**config.mk**
```make
export PLATFORM = sky130hd
export DESIGN_NAME = vram_arbiter_flat
export DESIGN_NICKNAME = d
export VERILOG_FILES = /design/src/rtl/vram_arbiter_if.sv /design/src/rtl/vram_arbiter.sv /design/src/flat_wrapper.sv
export SDC_FILE = /design/constraint.sdc
export NUM_CORES = 1
export LEC_CHECK = 0
export CAP_MARGIN = 20
export CORE_MARGIN = 2
export CORE_UTILIZATION = 50
export CTS_BUF_LIST = sky130_fd_sc_hd__clkbuf_8
export CTS_CLUSTER_SIZE = 16
export DETAILED_ROUTE_END_ITERATION = 7
export PLACE_DENSITY = 0.78
export SYNTH_ARGS = -nofsm -noshare
export SYNTH_HDL_FRONTEND = slang
export SYNTH_SLANG_ARGS = --single-unit
```
**constraint.sdc**
```tcl
create_clock -name Clk -period 2.9 [get_ports Clk]
set_input_delay 0.435 -clock Clk [delete_from_list [all_inputs] [get_ports Clk]]
set_output_delay 0.435 -clock Clk [all_outputs]
set_load 0.03 [all_outputs]
```
**src/rtl/vram_arbiter_if.sv**
```systemverilog
// rtl/vram_arbiter_if.sv - bus bundle between the vram arbiter, its clients and the VRAM
//
// Groups the pixel-write stream, the swap/blank controls, the scanout read
// port, the VRAM primitive port and the status outputs.
//   slave  : the arbiter's view (drives WrReady, RdData/RdValid, Mem*, status)
//   master : the environment's view (decoder, timing block, scanout, RAM)
interface vram_arbiter_if #(
    parameter int AddrWidth = 18
);
    logic                 WrValid;
    logic                 WrReady;
    logic [15:0]          WrX;
    logic [15:0]          WrY;
    logic [7:0]           WrData;
    logic                 SwapReq;
    logic                 VBlank;
    logic                 RdReq;
    logic [AddrWidth-1:0] RdAddr;
    logic [7:0]           RdData;
    logic                 RdValid;
    logic [AddrWidth-1:0] MemAddr;
    logic [7:0]           MemWData;
    logic                 MemWe;
    logic [7:0]           MemRData;
    logic                 FrontBuf;
    logic                 SwapPending;
    logic [7:0]           DropCount;

    modport slave (
        input  WrValid, WrX, WrY, WrData, SwapReq, VBlank, RdReq, RdAddr, MemRData,
        output WrReady, RdData, RdValid, MemAddr, MemWData, MemWe,
               FrontBuf, SwapPending, DropCount
    );

    modport master (
        output WrValid, WrX, WrY, WrData, SwapReq, VBlank, RdReq, RdAddr, MemRData,
        input  WrReady, RdData, RdValid, MemAddr, MemWData, MemWe,
               FrontBuf, SwapPending, DropCount
    );
endinterface

```
**src/rtl/vram_arbiter.sv**
```systemverilog
// rtl/vram_arbiter.sv - single-port VRAM arbiter with write FIFO and double-buffer swap
//
// Shares one synchronous single-port VRAM between the scanout reader (strict
// priority, fixed 3-cycle latency) and the pixel-write stream (X/Y translated
// to a linear offset at push time, buffered in a small FIFO, based into the
// back buffer when issued). BufSwap is executed during vertical blank once
// every write queued before the request has been issued.
//
// Ports:
//   Clk, ResetN : clock, synchronous active-low reset
//   bus (slave) : WrValid/WrReady/WrX/WrY/WrData  pixel-write stream
//                 SwapReq, VBlank                  swap request, blanking
//                 RdReq/RdAddr/RdData/RdValid      scanout read port
//                 MemAddr/MemWData/MemWe/MemRData  VRAM primitive
//                 FrontBuf, SwapPending, DropCount status
//
// Optional feature: define VRAM_CLEAR_EN to fill the new back buffer with
// ClearColor after every swap; writes are held off until the fill completes.
module vram_arbiter #(
    parameter int         HRes       = 320,
    parameter int         VRes       = 240,
    parameter int         AddrWidth  = 18,
    parameter int         FifoDepth  = 4,
    parameter logic [7:0] ClearColor = 8'h00
) (
    input logic           Clk,
    input logic           ResetN,
    vram_arbiter_if.slave bus
);
    localparam int PtrW = $clog2(FifoDepth);
    localparam logic [AddrWidth-1:0] FRAME_SIZE = AddrWidth'(HRes * VRes);

    localparam logic [1:0] S_IDLE  = 2'd0;
    localparam logic [1:0] S_PEND  = 2'd1;
`ifdef VRAM_CLEAR_EN
    localparam logic [1:0] S_CLEAR = 2'd2;
`endif

    logic [AddrWidth-1:0] fifo_addr [FifoDepth];
    logic [7:0]           fifo_data [FifoDepth];
    logic [PtrW-1:0]      wr_ptr;
    logic [PtrW-1:0]      rd_ptr;
    logic [PtrW:0]        count;

    logic [1:0]           state;
    logic                 ready_q;
    logic                 front_buf;
    logic [7:0]           drop_count;
    logic                 rd_p1;
    logic                 rd_p2;
    logic                 rd_valid;
    logic [7:0]           rd_data;
    logic [AddrWidth-1:0] mem_addr;
    logic [7:0]           mem_wdata;
    logic                 mem_we;
`ifdef VRAM_CLEAR_EN
    logic [AddrWidth-1:0] clr_addr;
`endif

    logic                 full;
    logic                 empty;
    logic                 in_range;
    logic                 accept;
    logic                 push;
    logic                 pop;
    logic                 clearing;
    logic                 swap_fire;
    logic                 wr_ready;
    logic [AddrWidth-1:0] back_base;
    logic [AddrWidth-1:0] front_base;
    logic [AddrWidth-1:0] lin_addr;

    always_comb begin
        full       = (count == (PtrW+1)'(FifoDepth));
        empty      = (count == '0);
        back_base  = front_buf ? '0 : FRAME_SIZE;
        front_base = front_buf ? FRAME_SIZE : '0;
`ifdef VRAM_CLEAR_EN
        clearing   = (state == S_CLEAR);
`else
        clearing   = 1'b0;
`endif
        // ready_q keeps WrReady low while in reset and releases it one edge later
        wr_ready   = ready_q && !full && (state != S_PEND) && !clearing;
        in_range   = (bus.WrX < 16'(HRes)) && (bus.WrY < 16'(VRes));
        lin_addr   = AddrWidth'(bus.WrY) * AddrWidth'(HRes) + AddrWidth'(bus.WrX);
        accept     = bus.WrValid && wr_ready;
        push       = accept && in_range;
        // Scanout has strict priority; the FIFO head simply waits
        pop        = !bus.RdReq && !empty;
        // Swapping only with an empty FIFO guarantees every earlier write
        // has already been issued against the old back buffer
        swap_fire  = (state == S_PEND) && bus.VBlank && empty && !pop;
    end

    always_ff @(posedge Clk) begin
        if (!ResetN) begin
            wr_ptr     <= '0;
            rd_ptr     <= '0;
            count      <= '0;
            state      <= S_IDLE;
            ready_q    <= 1'b0;
            front_buf  <= 1'b0;
            drop_count <= '0;
            rd_p1      <= 1'b0;
            rd_p2      <= 1'b0;
            rd_valid   <= 1'b0;
            rd_data    <= '0;
            mem_addr   <= '0;
            mem_wdata  <= '0;
            mem_we     <= 1'b0;
`ifdef VRAM_CLEAR_EN
            clr_addr   <= '0;
`endif
        end else begin
            ready_q <= 1'b1;

            if (push) begin
                fifo_addr[wr_ptr] <= lin_addr;
                fifo_data[wr_ptr] <= bus.WrData;
                wr_ptr            <= wr_ptr + 1'b1;
            end
            if (pop) begin
                rd_ptr <= rd_ptr + 1'b1;
            end
            case ({push, pop})
                2'b10:   count <= count + 1'b1;
                2'b01:   count <= count - 1'b1;
                default: count <= count;
            endcase

            if (accept && !in_range && drop_count != 8'hFF) begin
                drop_count <= drop_count + 1'b1;
            end

            // Read pipeline: address out, RAM access, data capture
            rd_p1    <= bus.RdReq;
            rd_p2    <= rd_p1;
            rd_valid <= rd_p2;
            if (rd_p2) begin
                rd_data <= bus.MemRData;
            end

            mem_we <= 1'b0;
            if (bus.RdReq) begin
                mem_addr <= front_base + bus.RdAddr;
            end else if (pop) begin
                mem_addr  <= back_base + fifo_addr[rd_ptr];
                mem_wdata <= fifo_data[rd_ptr];
                mem_we    <= 1'b1;
            end
`ifdef VRAM_CLEAR_EN
            else if (clearing) begin
                mem_addr  <= back_base + clr_addr;
                mem_wdata <= ClearColor;
                mem_we    <= 1'b1;
            end
`endif

            case (state)
                S_IDLE: begin
                    if (bus.SwapReq) begin
                        state <= S_PEND;
                    end
                end
                S_PEND: begin
                    if (swap_fire) begin
                        front_buf <= !front_buf;
`ifdef VRAM_CLEAR_EN
                        clr_addr  <= '0;
                        state     <= S_CLEAR;
`else
                        state     <= S_IDLE;
`endif
                    end
                end
`ifdef VRAM_CLEAR_EN
                S_CLEAR: begin
                    if (!bus.RdReq) begin
                        clr_addr <= clr_addr + 1'b1;
                        if (clr_addr == FRAME_SIZE - 1'b1) begin
                            state <= S_IDLE;
                        end
                    end
                end
`endif
                default: state <= S_IDLE;
            endcase
        end
    end

    assign bus.WrReady     = wr_ready;
    assign bus.RdData      = rd_data;
    assign bus.RdValid     = rd_valid;
    assign bus.MemAddr     = mem_addr;
    assign bus.MemWData    = mem_wdata;
    assign bus.MemWe       = mem_we;
    assign bus.FrontBuf    = front_buf;
    assign bus.SwapPending = (state == S_PEND);
    assign bus.DropCount   = drop_count;
endmodule

```
**src/flat_wrapper.sv**
```systemverilog
// flat-port wrapper written by rule: the top's interface ports become plain ports
module vram_arbiter_flat 
#(
    parameter int         HRes       = 320,
    parameter int         VRes       = 240,
    parameter int         AddrWidth  = 18,
    parameter int         FifoDepth  = 4,
    parameter logic [7:0] ClearColor = 8'h00
)
  (Clk, ResetN, bus_WrValid, bus_WrX, bus_WrY, bus_WrData, bus_SwapReq, bus_VBlank, bus_RdReq, bus_RdAddr, bus_MemRData, bus_WrReady, bus_RdData, bus_RdValid, bus_MemAddr, bus_MemWData, bus_MemWe, bus_FrontBuf, bus_SwapPending, bus_DropCount);
  vram_arbiter_if #(.AddrWidth(AddrWidth)) bus_i ();
  input logic Clk;
  input logic ResetN;
  input wire logic [$bits(bus_i.WrValid)-1:0] bus_WrValid;
  input wire logic [$bits(bus_i.WrX)-1:0] bus_WrX;
  input wire logic [$bits(bus_i.WrY)-1:0] bus_WrY;
  input wire logic [$bits(bus_i.WrData)-1:0] bus_WrData;
  input wire logic [$bits(bus_i.SwapReq)-1:0] bus_SwapReq;
  input wire logic [$bits(bus_i.VBlank)-1:0] bus_VBlank;
  input wire logic [$bits(bus_i.RdReq)-1:0] bus_RdReq;
  input wire logic [$bits(bus_i.RdAddr)-1:0] bus_RdAddr;
  input wire logic [$bits(bus_i.MemRData)-1:0] bus_MemRData;
  output wire logic [$bits(bus_i.WrReady)-1:0] bus_WrReady;
  output wire logic [$bits(bus_i.RdData)-1:0] bus_RdData;
  output wire logic [$bits(bus_i.RdValid)-1:0] bus_RdValid;
  output wire logic [$bits(bus_i.MemAddr)-1:0] bus_MemAddr;
  output wire logic [$bits(bus_i.MemWData)-1:0] bus_MemWData;
  output wire logic [$bits(bus_i.MemWe)-1:0] bus_MemWe;
  output wire logic [$bits(bus_i.FrontBuf)-1:0] bus_FrontBuf;
  output wire logic [$bits(bus_i.SwapPending)-1:0] bus_SwapPending;
  output wire logic [$bits(bus_i.DropCount)-1:0] bus_DropCount;
  assign bus_i.WrValid = bus_WrValid;
  assign bus_i.WrX = bus_WrX;
  assign bus_i.WrY = bus_WrY;
  assign bus_i.WrData = bus_WrData;
  assign bus_i.SwapReq = bus_SwapReq;
  assign bus_i.VBlank = bus_VBlank;
  assign bus_i.RdReq = bus_RdReq;
  assign bus_i.RdAddr = bus_RdAddr;
  assign bus_i.MemRData = bus_MemRData;
  assign bus_WrReady = bus_i.WrReady;
  assign bus_RdData = bus_i.RdData;
  assign bus_RdValid = bus_i.RdValid;
  assign bus_MemAddr = bus_i.MemAddr;
  assign bus_MemWData = bus_i.MemWData;
  assign bus_MemWe = bus_i.MemWe;
  assign bus_FrontBuf = bus_i.FrontBuf;
  assign bus_SwapPending = bus_i.SwapPending;
  assign bus_DropCount = bus_i.DropCount;
  vram_arbiter #(.HRes(HRes), .VRes(VRes), .AddrWidth(AddrWidth), .FifoDepth(FifoDepth), .ClearColor(ClearColor)) u_core (.Clk(Clk), .ResetN(ResetN), .bus(bus_i));
endmodule
```
==> results.cfg <==
[worst_hold_path]
hold_path_class = reg -> reg

[clocking]
cts_tree = built
cts.sinks = 162
cts_buffer_depth = 2
clock_latency_ns = 0.45
clk_pin_slew_worst_paths_ns = 0.08
htree_levels = 4
cts_buffers = 17
clockRootBuffer = clkbuf_8

[sta]
skew_ns = 0.00644
max_freq_mhz = 352
relSlewSlack = 0.568
hold_viol = 0
fin_crit_ns = 2.84
rsz0062_at_grt = false
worst_slew_pin_slew_ns = 0.646
finalCritPeriodShare = 0.980
final_max_slew_viol_count = 0
finalSetupTns_ns = 0
setup-violations-final = 0

[place]
portBuffers = 118
hpwl_um = 11200
dpl_cell_area_um2 = 9350
dp.cells = 911
place_congestion = 0.863

[synth]
synth_area_um2 = 7520
yosysWarnings = 0
synth_top_area_cell = edfxtp_1
async_flop_share = 0
syn_avg_cell_area_um2 = 13.0
syn_inst = 577
synthTopCellsByCount = edfxtp_1, dfxtp_1, nand2_1, ha_1, nor2_1
synth-seq-area-share = 0.569
yosysMostFrequentCell = edfxtp_1
synth_nets = 696
ys_ff_latch = 162
yosysTopAreaCellShare = 0.415
synthTopCellsByArea = edfxtp_1, dfxtp_1, ha_1
synth_edf_count = 104
synthFlopType = edfxtp_1
synth_cell_type_count = 50

[finish]
drive_gt1_frac = 0.183
fin_cells = 945
fin_nets = 867
regArea_um2 = 4280
fill_cells = 1024
diodes = 0
final_area_um2 = 9860
multiInputGateArea_um2 = 3250
area_growth_pct = 31.1

[power]
power_density_nw_per_um2 = 517
leakagePower_nw = 3.50
vdd_drop_max_mv = 0.328

[global_route]
antenna_found_initial = 0
grt_pass1_wl_um = 25200
grt.overflow.total = 0
grt_max_degree = 37
grtUsageTotal = 0.200
grt_pass1_vias = 5157

[floorplan]
io_pins = 119
dieArea_um2 = 16000
die_x_um = 127
coreArea_um2 = 14600
rows = 44
fp.dieH_um = 127
start_util = 0.514

[worst_setup_path]
critPathKind = in -> reg
critPathLaunchType = input port
cp_max_fo = 4
cp-end-kind = flip-flop
worstPathArrival_ns = 3.03
critPathRequiredTime_ns = 3.09

[drt]
firstDrtPassIters = 4
wirelength_um = 15400
drt_iter0_drc = 381
ant_nets = 0
viasPerCell = 5.37
post_drt_wl_per_cell_um = 16.3
drc_errors = 0
vias = 5075

[run]
max_cap_violations = 0

[run_status]
status = completed
[worst max-delay path: stages]
cell and delay (ns):
buf_4 0.14, ha_4 0.26, ha_4 0.13, inv_2 0.04, fa_2 0.34, nor2b_1 0.11
o21ai_1 0.10, nor2b_2 0.17, xnor2_1 0.12, ha_2 0.19, or4_4 0.56, a31oi_4 0.19
nor3_4 0.07, xnor2_2 0.17
[placed cells by master, fill, tap and decap left out, types with 4 or more instances in the layout]
master	instances
or3_1	6
a21boi_0	9
ha_2	5
mux4_1	5
ha_4	9
buf_12	4
clkinv_4	5
edfxtp_1	104
a21oi_1	21
clkbuf_8	17
inv_1	26
clkdlybuf4s50_1	111
and2_1	18
nand2b_1	6
o21ai_0	20
nor2b_1	13
mux2i_1	18
nand2_1	50
nand3_1	6
xnor2_1	28
nor3_1	5
ha_1	28
fa_1	4
and3_1	7
buf_4	52
nor2_1	36
xor2_1	10
dfxtp_1	58
mux4_2	21
[state kept, by name (all words and copies together) (netlist names), named ones only]
name / cells
u_core.ready_q: 1
u_core.bus.RdData: 8
u_core.wr_ptr: 2
u_core.fifo_data: 32
u_core.state: 1
u_core.bus.MemAddr: 18
u_core.count: 3
u_core.rd_p2: 1
u_core.rd_ptr: 2
u_core.bus.FrontBuf: 1
u_core.rd_p1: 1
u_core.bus.RdValid: 1
u_core.bus.MemWe: 1
u_core.fifo_addr: 72
u_core.bus.MemWData: 8
u_core.bus.DropCount: 8
[per-stage QoR]
stage / total power, mW / utilization / setup WS (ns) / hold slack, ns
6_report: 5.10 / 0.673 / 0.0589 / 0.458
5_1_grt: 5.33 / 0.673 / 0.00104 / 0.496
4_1_cts: 5.12 / 0.672 / 0.0343 / 0.463
3_5_place_dp: 3.52 / 0.639 / -0.766 / 0.428
3_3_place_gp: 3.47 / 0.639 / -0.661 / 0.423
2_1_floorplan: 3.12 / - / -0.0697 / 0.412
[final timing paths]
check	from	depth (start not counted)	end	slack, ns
worst min-delay path	u_core.rd_p1	1	u_core.rd_p2	0.46
worst max-delay path	bus_WrY[3]	14	u_core.fifo_addr[1][17]	0.06
worst min register to register	u_core.rd_p1	1	u_core.rd_p2	0.46
worst max register to register	flip-flop	8	u_core.bus.MemAddr[16]	0.36
[what timing repair did]
action | in CTS | in global routing
hold buffers | 0 | 0
setup endpoints to repair | 20 | 8
resized for setup | 36 | 4
pin swaps | 11 | 5
setup buffers | 3 | 0
[power by group]
| part | switching, mW | internal (mW) |
|---|---|---|
| registers | 0.0198 | 2.57 |
| logic | 0.464 | 0.485 |
| clock network | 0.807 | 0.758 |
| total | 1.29 | 3.81 |
[logic make-up after synthesis]
family	share of synthesized area
flops	0.569
simple gates	0.104
compound gates	0.0689
fa+ha+maj	0.0832
buf+inv	0.0241
mux	0.104
xor+xnor	0.0466
[layout make-up]
class                   count  share of cell area
clock inverters            15              0.0150
multi-input cells         370               0.329
inverters                  24             0.00913
repair buffers            173               0.165
clock buffers              17              0.0237
well taps                 184              0.0233
flip-flops and latches    162               0.434
[metal layers]
layer / vias up / share of wire / GRT usage
met5: - / 0 / 0
met4: 0 / 0.014 / 0.0646
met3: 18 / 0.053 / 0.0472
met2: 155 / 0.47 / 0.331
met1: 2448 / 0.46 / 0.263
li1: 2454 / - / -
No activity file was read; power rests on OpenSTA's default activity.
